**config.mk**
```make
export PLATFORM = sky130hd
export DESIGN_NAME = reg_file
export DESIGN_NICKNAME = d
export VERILOG_FILES = /design/src/rtl/reg_file_pkg.sv /design/src/rtl/reg_file_sweeper.sv /design/src/rtl/reg_file.sv
export SDC_FILE = /design/constraint.sdc
export NUM_CORES = 1
export LEC_CHECK = 0
export ABC_AREA = 1
export CAP_MARGIN = 20
export CORE_MARGIN = 1.5
export CORE_UTILIZATION = 50
export CTS_BUF_LIST = sky130_fd_sc_hd__clkbuf_2 sky130_fd_sc_hd__clkbuf_4 sky130_fd_sc_hd__clkbuf_8
export CTS_CLUSTER_DIAMETER = 60
export CTS_CLUSTER_SIZE = 8
export DETAILED_ROUTE_END_ITERATION = 12
export GPL_TIMING_DRIVEN = 0
export PLACE_DENSITY = 0.73
export SYNTH_ARGS = -nofsm -noshare
export SYNTH_HDL_FRONTEND = slang
export SYNTH_HIERARCHICAL = 1
export SYNTH_SLANG_ARGS = --single-unit
```
**constraint.sdc**
```tcl
create_clock -name clk -period 3.95 [get_ports clk]
set_input_delay 0.395 -clock clk [delete_from_list [all_inputs] [get_ports clk]]
set_output_delay 0.395 -clock clk [all_outputs]
set_load 0.02 [all_outputs]
```
**src/rtl/reg_file_pkg.sv**
```systemverilog
// Shared types and constants for the reg_file register bank.
package reg_file_pkg;

    typedef enum logic {
        IDLE  = 1'b0,
        SWEEP = 1'b1
    } reg_file_state_t;

    localparam int REG_FILE_DEFAULT_WIDTH = 16;

endpackage

```
**src/rtl/reg_file_sweeper.sv**
```systemverilog
// Clear sequencer for reg_file: walks every entry once, issuing a zero write per cycle.
//   state | meaning
//   IDLE  | user port owns the write path; clear starts a sweep
//   SWEEP | one entry zeroed per edge, ptr advances; busy high
module reg_file_sweeper
    import reg_file_pkg::*;
#(
    parameter  int DEPTH  = 8,
    localparam int ADDR_W = $clog2(DEPTH)
) (
    input  logic              clk,
    input  logic              rst,
    input  logic              i_clear,
    output logic              o_busy,
    output logic              o_sweep_we,
    output logic [ADDR_W-1:0] o_sweep_addr
);

    localparam logic [ADDR_W-1:0] LAST_ADDR = ADDR_W'(DEPTH - 1);

    reg_file_state_t   r_state;
    reg_file_state_t   w_state_nxt;
    logic [ADDR_W-1:0] r_ptr;
    logic [ADDR_W-1:0] w_ptr_nxt;

    always_ff @(posedge clk) begin
        if (rst) begin
            r_state <= SWEEP;
            r_ptr   <= '0;
        end else begin
            r_state <= w_state_nxt;
            r_ptr   <= w_ptr_nxt;
        end
    end

    always_comb begin
        w_state_nxt = r_state;
        w_ptr_nxt   = r_ptr;
        case (r_state)
            IDLE: begin
                if (i_clear) begin
                    w_state_nxt = SWEEP;
                    w_ptr_nxt   = '0;
                end
            end
            SWEEP: begin
                // clear requests are ignored here so a running sweep never restarts
                w_ptr_nxt = r_ptr + ADDR_W'(1);
                if (r_ptr == LAST_ADDR) begin
                    w_state_nxt = IDLE;
                    w_ptr_nxt   = '0;
                end
            end
            default: begin
                w_state_nxt = IDLE;
                w_ptr_nxt   = '0;
            end
        endcase
    end

    assign o_busy       = (r_state == SWEEP);
    assign o_sweep_we   = (r_state == SWEEP) && !rst;
    assign o_sweep_addr = r_ptr;

endmodule

```
**src/rtl/reg_file.sv**
```systemverilog
// DEPTH x WIDTH register bank, one write port, two combinational read ports, hardware clear.
// Optional write-through forwarding on the read ports when REG_FILE_BYPASS_EN is defined.
module reg_file
    import reg_file_pkg::*;
#(
    parameter  int WIDTH  = REG_FILE_DEFAULT_WIDTH,
    parameter  int DEPTH  = 8,
    localparam int ADDR_W = $clog2(DEPTH)
) (
    input  logic              clk,
    input  logic              rst,
    input  logic [WIDTH-1:0]  in,
    input  logic              load,
    input  logic [ADDR_W-1:0] addr_w,
    input  logic [ADDR_W-1:0] addr_a,
    input  logic [ADDR_W-1:0] addr_b,
    output logic [WIDTH-1:0]  out_a,
    output logic [WIDTH-1:0]  out_b,
    input  logic              clear,
    output logic              busy
);

    logic [WIDTH-1:0]  r_mem [DEPTH];

    logic              w_sweep_we;
    logic [ADDR_W-1:0] w_sweep_addr;
    logic              w_user_we;
    logic              w_we;
    logic [ADDR_W-1:0] w_addr;
    logic [WIDTH-1:0]  w_data;

    reg_file_sweeper #(
        .DEPTH (DEPTH)
    ) u_sweeper (
        .clk          (clk),
        .rst          (rst),
        .i_clear      (clear),
        .o_busy       (busy),
        .o_sweep_we   (w_sweep_we),
        .o_sweep_addr (w_sweep_addr)
    );

    // clear beats load, and anything arriving while busy is dropped
    assign w_user_we = load && !clear && !busy && !rst;
    assign w_we      = w_sweep_we || w_user_we;
    assign w_addr    = w_sweep_we ? w_sweep_addr : addr_w;
    assign w_data    = w_sweep_we ? '0 : in;

    always_ff @(posedge clk) begin
        if (!rst && w_we) begin
            r_mem[w_addr] <= w_data;
        end
    end

`ifdef REG_FILE_BYPASS_EN
    assign out_a = (w_user_we && (addr_a == addr_w)) ? in : r_mem[addr_a];
    assign out_b = (w_user_we && (addr_b == addr_w)) ? in : r_mem[addr_b];
`else
    assign out_a = r_mem[addr_a];
    assign out_b = r_mem[addr_b];
`endif

endmodule
```
# Word level (Yosys, flattened, before mapping)
# Memories as Yosys holds them, arrays and structs flattened.
# Cells that the tools add are included.
# W data, S select, Z words.
[word_totals]
in_bits = 29
output_inout_bits = 33
n_memories = 1
register_bits = 4
wordCells = 26
ram_bits = 128
[memory_table]
columns = ["name", "depth", "word_bits", "read_ports", "rd_ports_with_merged_regs", "write_ports", "line", "rtl"]
rows = [
  ["r_mem", 8, 16, 2, 0, 1, "reg_file.sv:23", "logic [WIDTH-1:0] r_mem [DEPTH];"],
]
[classes]
n_addsub = 1
muxes = 10
n_reduce_logical = 9
n_bitwise = 1
eq_ne = 2
[ops]
columns = ["operator", "n"]
rows = [
  ["$mux W16", 1],
  ["$mux W3", 3],
  ["$pmux W3 S2", 1],
  ["$logic_and A1 B1 Y1", 5],
  ["$mux W1", 4],
  ["$add A3 B1 Y3 const B", 1],
  ["$eq A3 B3 Y1 const B", 1],
  ["$logic_not A1 Y1", 3],
  ["$ne A2 B2 Y1 const B", 1],
  ["$pmux W1 S2", 1],
  ["$logic_or A1 B1 Y1", 1],
  ["$not A1 Y1", 1],
]

# Depth between registers and ports, before layout
# Gate-level depths: netlist of the first run.
[depth]
word_depth = 8
mapped_depth = 7
ltp_nobuf = 7

# Modules after synthesis
# Netlist of the first run, hierarchy kept.
[modules_own_cells]
columns = ["module", "seq_area_each_um2", "n_inst", "cells_each", "area_per_inst_um2"]
rows = [
  ["reg_file", 3843.7, 1, 922, 7074.3],
  ["reg_file_sweeper", 80.1, 1, 27, 200.2],
]

# Worst setup path before layout of the first run
# Ideal clock, no wire load.
[synth_timing]
path_type = "reg-to-reg"
start = "register u_sweeper.r_state (netlist: u_sweeper/o_busy)"
end = "memory r_mem[1][0] (netlist bit), enable pin"
period_less_slack_ns = 2.344
n_path_buf = 0
setup_time_ns = 0.388
setup_slack_ns = 1.606
t_arrival_ns = 1.956
t_required_ns = 3.562
path_stages_with_launch = 7
path_cell_list = "dfxtp_1 inv_2 nor2_2 inv_1 o21ai_1 nand3_1 nor2_1"
[synth_between]
word_cells_on_any_way = 9
cone_classes = "mux (3); reduce/logical (6)"
[synth_rtl]
columns = ["item", "line", "rtl"]
rows = [
  ["from (decl)", "reg_file_sweeper.sv:21", "reg_file_state_t r_state;"],
  ["from (signal assigned)", "reg_file_sweeper.sv:31", "r_state <= w_state_nxt;"],
  ["$logic_and A1 B1 Y1 *", "reg_file_sweeper.sv:62", "assign o_sweep_we = (r_state == SWEEP) && !rst;"],
  ["via w_sweep_we", "reg_file.sv:25", "logic w_sweep_we;"],
  ["$logic_or A1 B1 Y1", "reg_file.sv:45", "assign w_we = w_sweep_we || w_user_we;"],
  ["$logic_and A1 B1 Y1", "reg_file.sv:50", "if (!rst && w_we) begin"],
  ["$mux W1", "reg_file.sv:50", ""],
  ["$mux W1 (implied by the code)", "reg_file.sv:51", "r_mem[w_addr] <= w_data;"],
  ["to (decl)", "reg_file.sv:23", ""],
]
# The timed path passes the listed nets; every way through them passes the cells marked *.

# Worst setup path after layout of the first run
[layout_timing]
start = "input port addr_b[0]"
end = "output port out_b[4]"
[layout_between]
elab_chain_cells = 1
[layout_rtl]
columns = ["item", "line", "rtl"]
rows = [
  ["from (decl)", "reg_file.sv:16", "input logic [ADDR_W-1:0] addr_b,"],
  ["$mem_v2 Z8 W16", "-", ""],
  ["to (decl)", "reg_file.sv:18", "output logic [WIDTH-1:0] out_b,"],
]
# No other way between the ends.

==> results of run 1 <==
critical path, cell delays in order:
cell and delay (ns):
clkdlybuf4s50_1 0.52, buf_4 0.20, buf_2 0.30, nand2_1 0.10, nand3_1 0.08, nand2_1 0.09
nand2_1 0.06, nand2_1 0.08, clkdlybuf4s50_1 0.54
layout make-up:
type / count / area [um2]
multi-input cells: 610 / 2530
repair buffers: 65 / 687
flip-flops and latches: 132 / 3920
well taps: 180 / 225
inverters: 159 / 597
fillers: 1215 / 5390
clock inverters: 15 / 213
plain buffers: 48 / 245
clock buffers: 17 / 234
report_power, final:
group	switching, mW	internal, mW
registers	0.00630	1.55
logic	0.304	0.166
clock network	0.548	0.743
state kept, by name, summed over array words and instances (netlist names):
| name | flops |
|---|---|
| u_sweeper/o_busy | 1 |
| r_mem | 128 |
| u_sweeper/o_sweep_addr | 3 |
layer usage:
| layer | wire length, um | global-route usage | part of all wire | vias to the layer above |
|---|---|---|---|---|
| met5 | 0 | 0 | 0 | - |
| met2 | 9920 | 0.478 | 0.47 | 376 |
| met1 | 8510 | 0.396 | 0.40 | 2929 |
| li1 | - | - | - | 3110 |
| met3 | 2130 | 0.0563 | 0.10 | 49 |
| met4 | 579 | 0.141 | 0.027 | 0 |
worst paths after layout:
path	endpoint	from	slack, ns
setup reg to reg	r_mem[4][14]$_DFFE_PP_	u_sweeper/o_busy$_SDFF_PP1_	1.44
hold / removal	u_sweeper/o_sweep_addr[1]$_SDFFE_PP0P_	u_sweeper/o_sweep_addr[1]$_SDFFE_PP0P_	0.52
hold reg to reg	u_sweeper/o_sweep_addr[1]$_SDFFE_PP0P_	u_sweeper/o_sweep_addr[1]$_SDFFE_PP0P_	0.52
setup / recovery	out_b[4]	addr_b[0]	1.19
through the flow:
stage                     utilization  hold slack (ns)  total power [mW]  cell area (um2)  instances
after floorplan                     -            0.459              1.86             7270        949
after global placement          0.575            0.487              2.04             8070       1186
after detailed placement        0.584            0.490              2.05             8210       1194
after CTS                       0.616            0.508              3.32             8650       1226
after global routing            0.616            0.558              3.42             8650       1226
final                           0.616            0.515              3.32             8650       1226
Yosys cell counts:
cell,n,area share
inv_2,3,0.0015
inv_1,156,0.080
ha_1,3,0.0052
o21ai_0,4,0.0028
o21ai_1,3,0.0021
nand3_1,139,0.096
buf_2,40,0.028
buf_6,1,0.0015
nand2_1,429,0.22
edfxtp_1,128,0.53
dfxtp_1,4,0.011
clkbuf_1,4,0.0021
buf_4,2,0.0021
buf_1,1,0.00052
o21bai_2,1,0.0015
nor2_1,30,0.015
nor2_2,1,0.00086
placed cells by master (no fill, tap or decap):
cell             count
edfxtp_1           128
buf_2               40
clkinv_1             2
inv_1              156
o21bai_2             1
o21ai_1              3
clkbuf_1             4
nor2_2               9
clkdlybuf4s50_1     57
nor2_1              22
inv_2                3
buf_4                2
buf_1                1
o21ai_0              4
nand3_1            139
buf_6                2
clkinv_2             3
clkbuf_8            17
ha_1                 3
buf_8                7
nand2_1            429
clkinv_4             2
bufinv_16            5
dfxtp_1              4
clkinvlp_4           3
cells by family after synthesis:
logic type / synth area share
compound gates: 0.00636
fa+ha+maj: 0.00516
buf+inv: 0.116
simple gates: 0.333
flops: 0.539
==> results by group, run 1 <==
Routing
  • Initial DRC Count: 750
  • WL final: 21100 um
  • Via Count: 6464
  • Via-to-Cell Ratio: 5.27
  • DR DRC count: 0
  • ANT nets after route: 0
  • Drt first pass iters: 5
  • WL/cell: 17.2 um

Global routing
  • Antenna violations before repair: 0
  • Vias in the first global route: 6303
  • First-pass GRT wire length: 32800 um
  • Largest net degree at the start of global routing: 17
  • Grt total ovfl: 0
  • Total track usage: 0.299

Synthesis
  • Cell Area, Synth: 0.00727 mm2
  • Mapped Cells: 949
  • Synth unique cells: 17
  • Synth warnings: 6
  • Avg Cell Area, Syn: 7.67 um2
  • Sequential fraction of the synthesis area: 0.539
  • Post-synthesis register bit count: 132
  • Post-Syn Nets: 981

Timing
  • Fin crit period: 2.76 ns
  • Worst Tran Pin Value: 0.746 ns
  • Fmax: 362 MHz
  • RSZ-0062 raised after global routing: no
  • Final setup viols: 0
  • Final hold viol count: 0
  • Count of pins over their slew limit: 0
  • Setup TNS: 0 ns
  • Worst Slack Setup Final: 1.19 ns
  • Tcrit/Tclk final: 0.699
  • Slew HR: 0.503
  • Final Skew: 0.00626 ns

Critical path
  • Critical Path AT: 2.37 ns
  • Crit. End Element: primary output
  • CP max FO: 10
  • Startpoint Class: input port
  • Req. time, crit path: 3.56 ns
  • Critical path class: in -> out
  • FF-to-FF path depth: 7

Clock network
  • Total CTS buffers: 17
  • Clk_lat worst skew: 0.47 ns
  • Post-CTS Setup Inserts: 0
  • Hold_buf cts: 0
  • Clk pin slew, worst setup/hold paths: 0.07 ns
  • CTS root buf: clkbuf_8
  • CTS tree: built
  • CTS HTree Levels: 4
  • Clk buf depth: 2
  • CTS Sinks: 132
  • CTS resizes: 0

Layout
  • Number of nets in the layout: 1065
  • Area growth syn-to-layout: 19.0%
  • Ant. Diodes: 0
  • Layout cells sized above 1: 0.0899

Placement
  • Detailed Place HPWL: 14500 um
  • Routability cong.: 0.978
  • Port bufs: 57
  • DP Worst Slack: 1.06 ns

Floorplanning
  • Ports: 62
  • Starting Density: 0.518
  • Die area: 0.0153 mm2
  • Die Span Y: 124 um
  • Row Count: 43
  • Die width: 124 um
  • Core area: 0.0140 mm2

Job
  • Max Cap Violations: 0

Hold path
  • Hold Crit Depth: 2
  • Hold Path Class: reg -> reg

Run status
  • Status: completed

Power
  • VDD IR max: 0.291 mV
  • Pleak: 4.22 nW
  • Pwr dens: 384 mW/mm2
Note: power is estimated with default switching activity, not from simulation.
==> run 2, diff against run 1 <==
--- a/config.mk
+++ b/config.mk
@@ -14,7 +14,7 @@
 export CTS_CLUSTER_SIZE = 8
 export DETAILED_ROUTE_END_ITERATION = 12
 export GPL_TIMING_DRIVEN = 0
-export PLACE_DENSITY = 0.73
+export PLACE_DENSITY = 0.76
 export SYNTH_ARGS = -nofsm -noshare
 export SYNTH_HDL_FRONTEND = slang
 export SYNTH_HIERARCHICAL = 1
==> constraint.sdc (replaced) <==
create_clock -name clk -period 2.28 [get_ports clk]
set_input_delay 0.228 -clock clk [delete_from_list [all_inputs] [get_ports clk]]
set_output_delay 0.228 -clock clk [all_outputs]
set_load 0.02 [all_outputs]
==> results by group, run 2 (same netlist as run 1, synthesis figures left out) <==
Routing
  • DR DRC count: 0
  • Via-to-Cell Ratio: 5.32
  • WL final: 20400 um
  • WL/cell: 16.6 um
  • Initial DRC Count: 767
  • ANT nets after route: 0
  • Drt first pass iters: 8
  • Via Count: 6530

Timing
  • Slew HR: 0.408
  • Final hold viol count: 0
  • Tcrit/Tclk final: 0.955
  • Fmax: 459 MHz
  • RSZ-0062 raised after global routing: no
  • Fin crit period: 2.18 ns
  • Final Skew: 0.00554 ns
  • Worst Tran Pin Value: 0.887 ns
  • Final setup viols: 0
  • Count of pins over their slew limit: 0

Critical path
  • CP max FO: 10
  • Req. time, crit path: 2.05 ns
  • Startpoint Class: input port
  • Critical path class: in -> out
  • Critical Path AT: 1.95 ns
  • Crit. End Element: primary output

Placement
  • Routability cong.: 0.958
  • Port bufs: 57
  • Detailed Place HPWL: 13400 um
  • Placed cell areas: 0.00811 mm2

Clock network
  • Total CTS buffers: 17
  • CTS tree: built
  • Clk_lat worst skew: 0.44 ns
  • Hold_buf cts: 0
  • CTS Sinks: 132
  • Clk pin slew, worst setup/hold paths: 0.07 ns
  • CTS root buf: clkbuf_8
  • CTS HTree Levels: 4
  • Clk buf depth: 2

Floorplanning
  • Row Count: 43
  • Ports: 62
  • Core area: 0.0140 mm2
  • Die Span Y: 124 um
  • Die width: 124 um
  • Starting Density: 0.518
  • Die area: 0.0153 mm2

Hold path
  • Hold Path Class: in -> reg

Run status
  • Status: completed

Power
  • Switching pwr: 1.39 mW
  • Clk pwr share: 0.320
  • Pleak: 4.30 nW
  • Cell-internal power: 3.75 mW
  • Pwr dens: 595 mW/mm2
  • VDD IR max: 0.466 mV
  • Seq pwr share: 0.526
  • Logic gate share of total power: 0.154
  • Sw Share: 0.270

Layout
  • Ant. Diodes: 0
  • Design area: 0.00865 mm2
  • Commonest non-fill, non-tap cell in the layout: nand2_1
  • Utilization after layout: 0.616
  • Largest register FFs: 128
  • Number of nets in the layout: 1067
  • Area growth syn-to-layout: 18.9%
  • Layout cells sized above 1: 0.0888
  • Most frequent cells in the layout: nand2_1 (429), inv_1 (156), nand3_1 (139), edfxtp_1 (128), dlygate4sd2_1 (29)
  • Reg with most FFs: r_mem

Global routing
  • Grt total ovfl: 0
  • Total track usage: 0.280
  • Antenna violations before repair: 0
  • Vias in the first global route: 5951
  • First-pass GRT wire length: 30900 um
  • Largest net degree at the start of global routing: 17

Job
  • Max Cap Violations: 0
run 2: cell count changes in the layout (fill, tap and decap cells not counted), sizes merged:
cell,change
clkdlybuf4s50,-32
clkbuf,+12
dlymetal6s2s,+3
bufinv,-5
dlygate4sd2,+29
clkinvlp,-2
buf,-4
run 2: routing by layer:
metal,vias to the layer above,wire length [um],track usage
met3,55,2070,0.0623
met5,-,0,0
met4,0,597,0.136
met1,2958,7930,0.361
li1,3108,-,-
met2,409,9790,0.449
run 2: path summary, 6_finish.rpt:
check                           slack, ns                              startpoint  cells after the start                                     end
worst max-delay path                 0.10                               addr_a[0]                      9                                out_a[4]
worst min-delay path                 0.41                                   clear                      3             u_sweeper/o_busy$_SDFF_PP1_
worst max register to register       0.20             u_sweeper/o_busy$_SDFF_PP1_                      7                  r_mem[7][15]$_DFFE_PP_
worst min register to register       0.51  u_sweeper/o_sweep_addr[1]$_SDFFE_PP0P_                      2  u_sweeper/o_sweep_addr[1]$_SDFFE_PP0P_
run 2: layout make-up:
type | instances | area (um2)
timing repair buffer | 67 | 724
fill | 1232 | 5390
clock buffer | 23 | 279
clock inverter | 8 | 37.5
tap | 180 | 225
multi-input combinational | 610 | 2570
buffer | 48 | 293
sequential | 132 | 3920
inverter | 159 | 597
run 2: critical path, stage by stage:
cell and delay (ns):
clkdlybuf4s50_1 0.46, inv_2 0.19, buf_2 0.32, nand2_1 0.10, nand3_1 0.08, nand2_1 0.11, nand2_1 0.08, nand2_1 0.06
dlygate4sd2_1 0.32
run 2: timing repair:
item,CTS,global route
gates cloned,0,0
buffers inserted,0,9
resized for setup,50,9
pin swaps,3,8
endpoints found under the setup margin,153,124
run 2: metrics by stage:
step / setup WS, ns / cells / total power, mW / hold WS (ns) / TNS [ns]
finish: 0.103 / 1227 / 5.14 / 0.413 / 0
global route: 0.0381 / 1227 / 5.33 / 0.427 / 0
floorplan: 0.170 / 949 / 3.22 / 0.341 / 0
global placement: -0.597 / 1186 / 3.53 / 0.485 / -69.92
CTS: 0.000909 / 1218 / 5.12 / 0.397 / 0
detailed placement: -0.587 / 1187 / 3.54 / 0.494 / -68.55
run 2: power by group through the flow:
stage                     Clock (mW)  Combinational [mW]  Sequential, mW
after floorplan                    0               0.470            2.75
after global placement             0               0.777            2.76
after detailed placement           0               0.788            2.76
after CTS                       1.65               0.767            2.70
after global routing            1.76               0.862            2.71
final                           1.64               0.793            2.70
==> run 3, diff against run 2 <==
--- a/config.mk
+++ b/config.mk
@@ -15,6 +15,7 @@
 export DETAILED_ROUTE_END_ITERATION = 12
 export GPL_TIMING_DRIVEN = 0
 export PLACE_DENSITY = 0.76
+export SLEW_MARGIN = 20
 export SYNTH_ARGS = -nofsm -noshare
 export SYNTH_HDL_FRONTEND = slang
 export SYNTH_HIERARCHICAL = 1
==> results by group, run 3 (same netlist as run 1, synthesis figures left out) <==
Critical path
  • Req. time, crit path: 2.05 ns
  • Critical path class: in -> out
  • FF-to-FF path depth: 7
  • Reg2reg setup slack: 0.20 ns
  • Crit. End Element: primary output
  • Largest stage delay, worst path: 0.45 ns
  • Worst setup path end: out_a[4]
  • Cell Chain, Critical Path: clkdlybuf4s50_1, inv_2, buf_2, nand2_1, nand3_1, nand2_1, nand2_1, nand2_1, dlygate4sd2_1
  • Crit path max-delay cell type: clkdlybuf4s50_1
  • Reg2Reg Launch Point: u_sweeper/o_busy$_SDFF_PP1_
  • CP max FO: 10
  • Startpoint Class: input port
  • FF-to-FF End: r_mem[7][4]$_DFFE_PP_
  • Critical Path Start: addr_a[0]
  • Most used cell, CP: nand2_1
  • Critical Path AT: 1.91 ns

Routing
  • WL/cell: 16.7 um
  • DR DRC count: 0
  • WL final: 20500 um
  • Via Count: 6502
  • Drt first pass iters: 5
  • Met2 routed WL: 9940 um
  • Via-to-Cell Ratio: 5.30
  • Top Metal Used: met4
  • Met1 WL: 8030 um
  • Initial DRC Count: 780
  • Met3 WL: 2050 um
  • ANT nets after route: 0

Floorplanning
  • Core area: 0.0140 mm2
  • Die width: 124 um
  • Die Span Y: 124 um
  • Starting Density: 0.518
  • Ports: 62
  • Die area: 0.0153 mm2
  • Row Count: 43

Timing
  • Hold WS: 0.419 ns
  • Final hold viol count: 0
  • Setup TNS: 0 ns
  • Count of pins over their slew limit: 0
  • Fin crit period: 2.14 ns
  • Worst Tran Pin Value: 0.902 ns
  • Slew HR: 0.398
  • Final Skew: 0.00698 ns
  • RSZ-0062 raised after global routing: no
  • Fmax: 467 MHz
  • Final setup viols: 0
  • Worst Slack Setup Final: 0.138 ns
  • Tcrit/Tclk final: 0.940

Clock network
  • CTS root buf: clkbuf_8
  • Clk_lat worst skew: 0.44 ns
  • CTS tree: built
  • CTS Sinks: 132
  • Total CTS buffers: 17
  • CTS HTree Levels: 4
  • Clk pin slew, worst setup/hold paths: 0.07 ns
  • Clk buf depth: 2

Global routing
  • Total track usage: 0.282
  • Antenna violations before repair: 0
  • Largest net degree at the start of global routing: 17
  • Vias in the first global route: 6003
  • First-pass GRT wire length: 31100 um
  • Grt total ovfl: 0

Placement
  • Routability cong.: 0.958
  • DP Worst Slack: -0.587 ns
  • Detailed Place HPWL: 13200 um
  • Port bufs: 57
  • Placed cell areas: 0.00810 mm2

Run status
  • Status: completed

Layout
  • Area growth syn-to-layout: 19.2%
  • Commonest non-fill, non-tap cell in the layout: nand2_1
  • Design area: 0.00867 mm2
  • Reg with most FFs: r_mem
  • Most frequent cells in the layout: nand2_1 (429), inv_1 (156), nand3_1 (139), edfxtp_1 (128), buf_2 (28)
  • Ant. Diodes: 0
  • Number of nets in the layout: 1067
  • Layout cells sized above 1: 0.0888
  • Fill count: 1220
  • Largest register FFs: 128

Job
  • Max Cap Violations: 0

Hold path
  • Hold Path Origin: clear
  • Hold Path Class: in -> reg

Power
  • Switching pwr: 1.38 mW
  • Logic gate share of total power: 0.155
  • Pleak: 4.37 nW
  • Cell-internal power: 3.76 mW
  • Sw Share: 0.269
  • Seq pwr share: 0.526
  • VDD IR max: 0.438 mV
  • Pwr dens: 593 mW/mm2
  • Clk pwr share: 0.319
## run 3: cell count changes in the layout (fill, tap and decap cells not counted), sizes merged
cell          change
dlygate4sd2       -9
dlymetal6s2s      +9
buf               +1
clkbuf            -1
## run 3: routing by layer
layer | GRT usage | vias up
met5 | 0 | -
met4 | 0.137 | 0
met3 | 0.0623 | 50
met2 | 0.454 | 360
met1 | 0.363 | 2979
li1 | - | 3113
## run 3: worst min path at each step
stage | to | slack (ns) | cells past startpoint
after global routing | u_sweeper/o_busy$_SDFF_PP1_ | 0.43 | 3
after floorplan | u_sweeper/o_busy$_SDFF_PP1_ | 0.34 | 2
after global placement | u_sweeper/o_sweep_addr[1]$_SDFFE_PP0P_ | 0.48 | 2
after detailed placement | u_sweeper/o_sweep_addr[1]$_SDFFE_PP0P_ | 0.50 | 2
final | u_sweeper/o_busy$_SDFF_PP1_ | 0.42 | 3
after CTS | u_sweeper/o_busy$_SDFF_PP1_ | 0.39 | 3
## run 3: cell type report
| class | count | area, um2 | area share |
|---|---|---|---|
| sequential | 132 | 3920 | 0.453 |
| timing repair buffer | 67 | 763 | 0.0880 |
| inverter | 159 | 597 | 0.0688 |
| clock buffer | 23 | 279 | 0.0322 |
| clock inverter | 8 | 37.5 | 0.00433 |
| tap | 180 | 225 | 0.0260 |
| buffer | 48 | 275 | 0.0318 |
| multi-input combinational | 610 | 2570 | 0.296 |
## run 3: timing repair
action | 4_1_cts | 5_1_grt
resized for setup | 34 | 17
buffers inserted | 3 | 7
gates cloned | 0 | 0
hold buffers | 0 | 0
setup endpoints to repair | 160 | 92
pin swaps | 5 | 5
## run 3: metrics by stage
stage | utilization | power, mW | std cells
floorplan | - | 3.22 | 949
global placement | 0.576 | 3.53 | 1186
detailed placement | 0.576 | 3.55 | 1186
CTS | 0.605 | 5.15 | 1220
global route | 0.617 | 5.34 | 1227
finish | 0.617 | 5.14 | 1227
## run 3: power by group through the flow
stage | combinational, mW | clock (mW) | sequential [mW]
2_1_floorplan | 0.470 | 0 | 2.75
3_3_place_gp | 0.777 | 0 | 2.76
3_5_place_dp | 0.789 | 0 | 2.76
4_1_cts | 0.782 | 1.66 | 2.70
5_1_grt | 0.865 | 1.77 | 2.71
6_report | 0.797 | 1.64 | 2.70
## run 3: worst max-delay path, delay by kind of cell
family | cells | cell delay (ns)
AND/OR/NAND/NOR | 5 | 0.42
buffers and inverters | 4 | 1.26
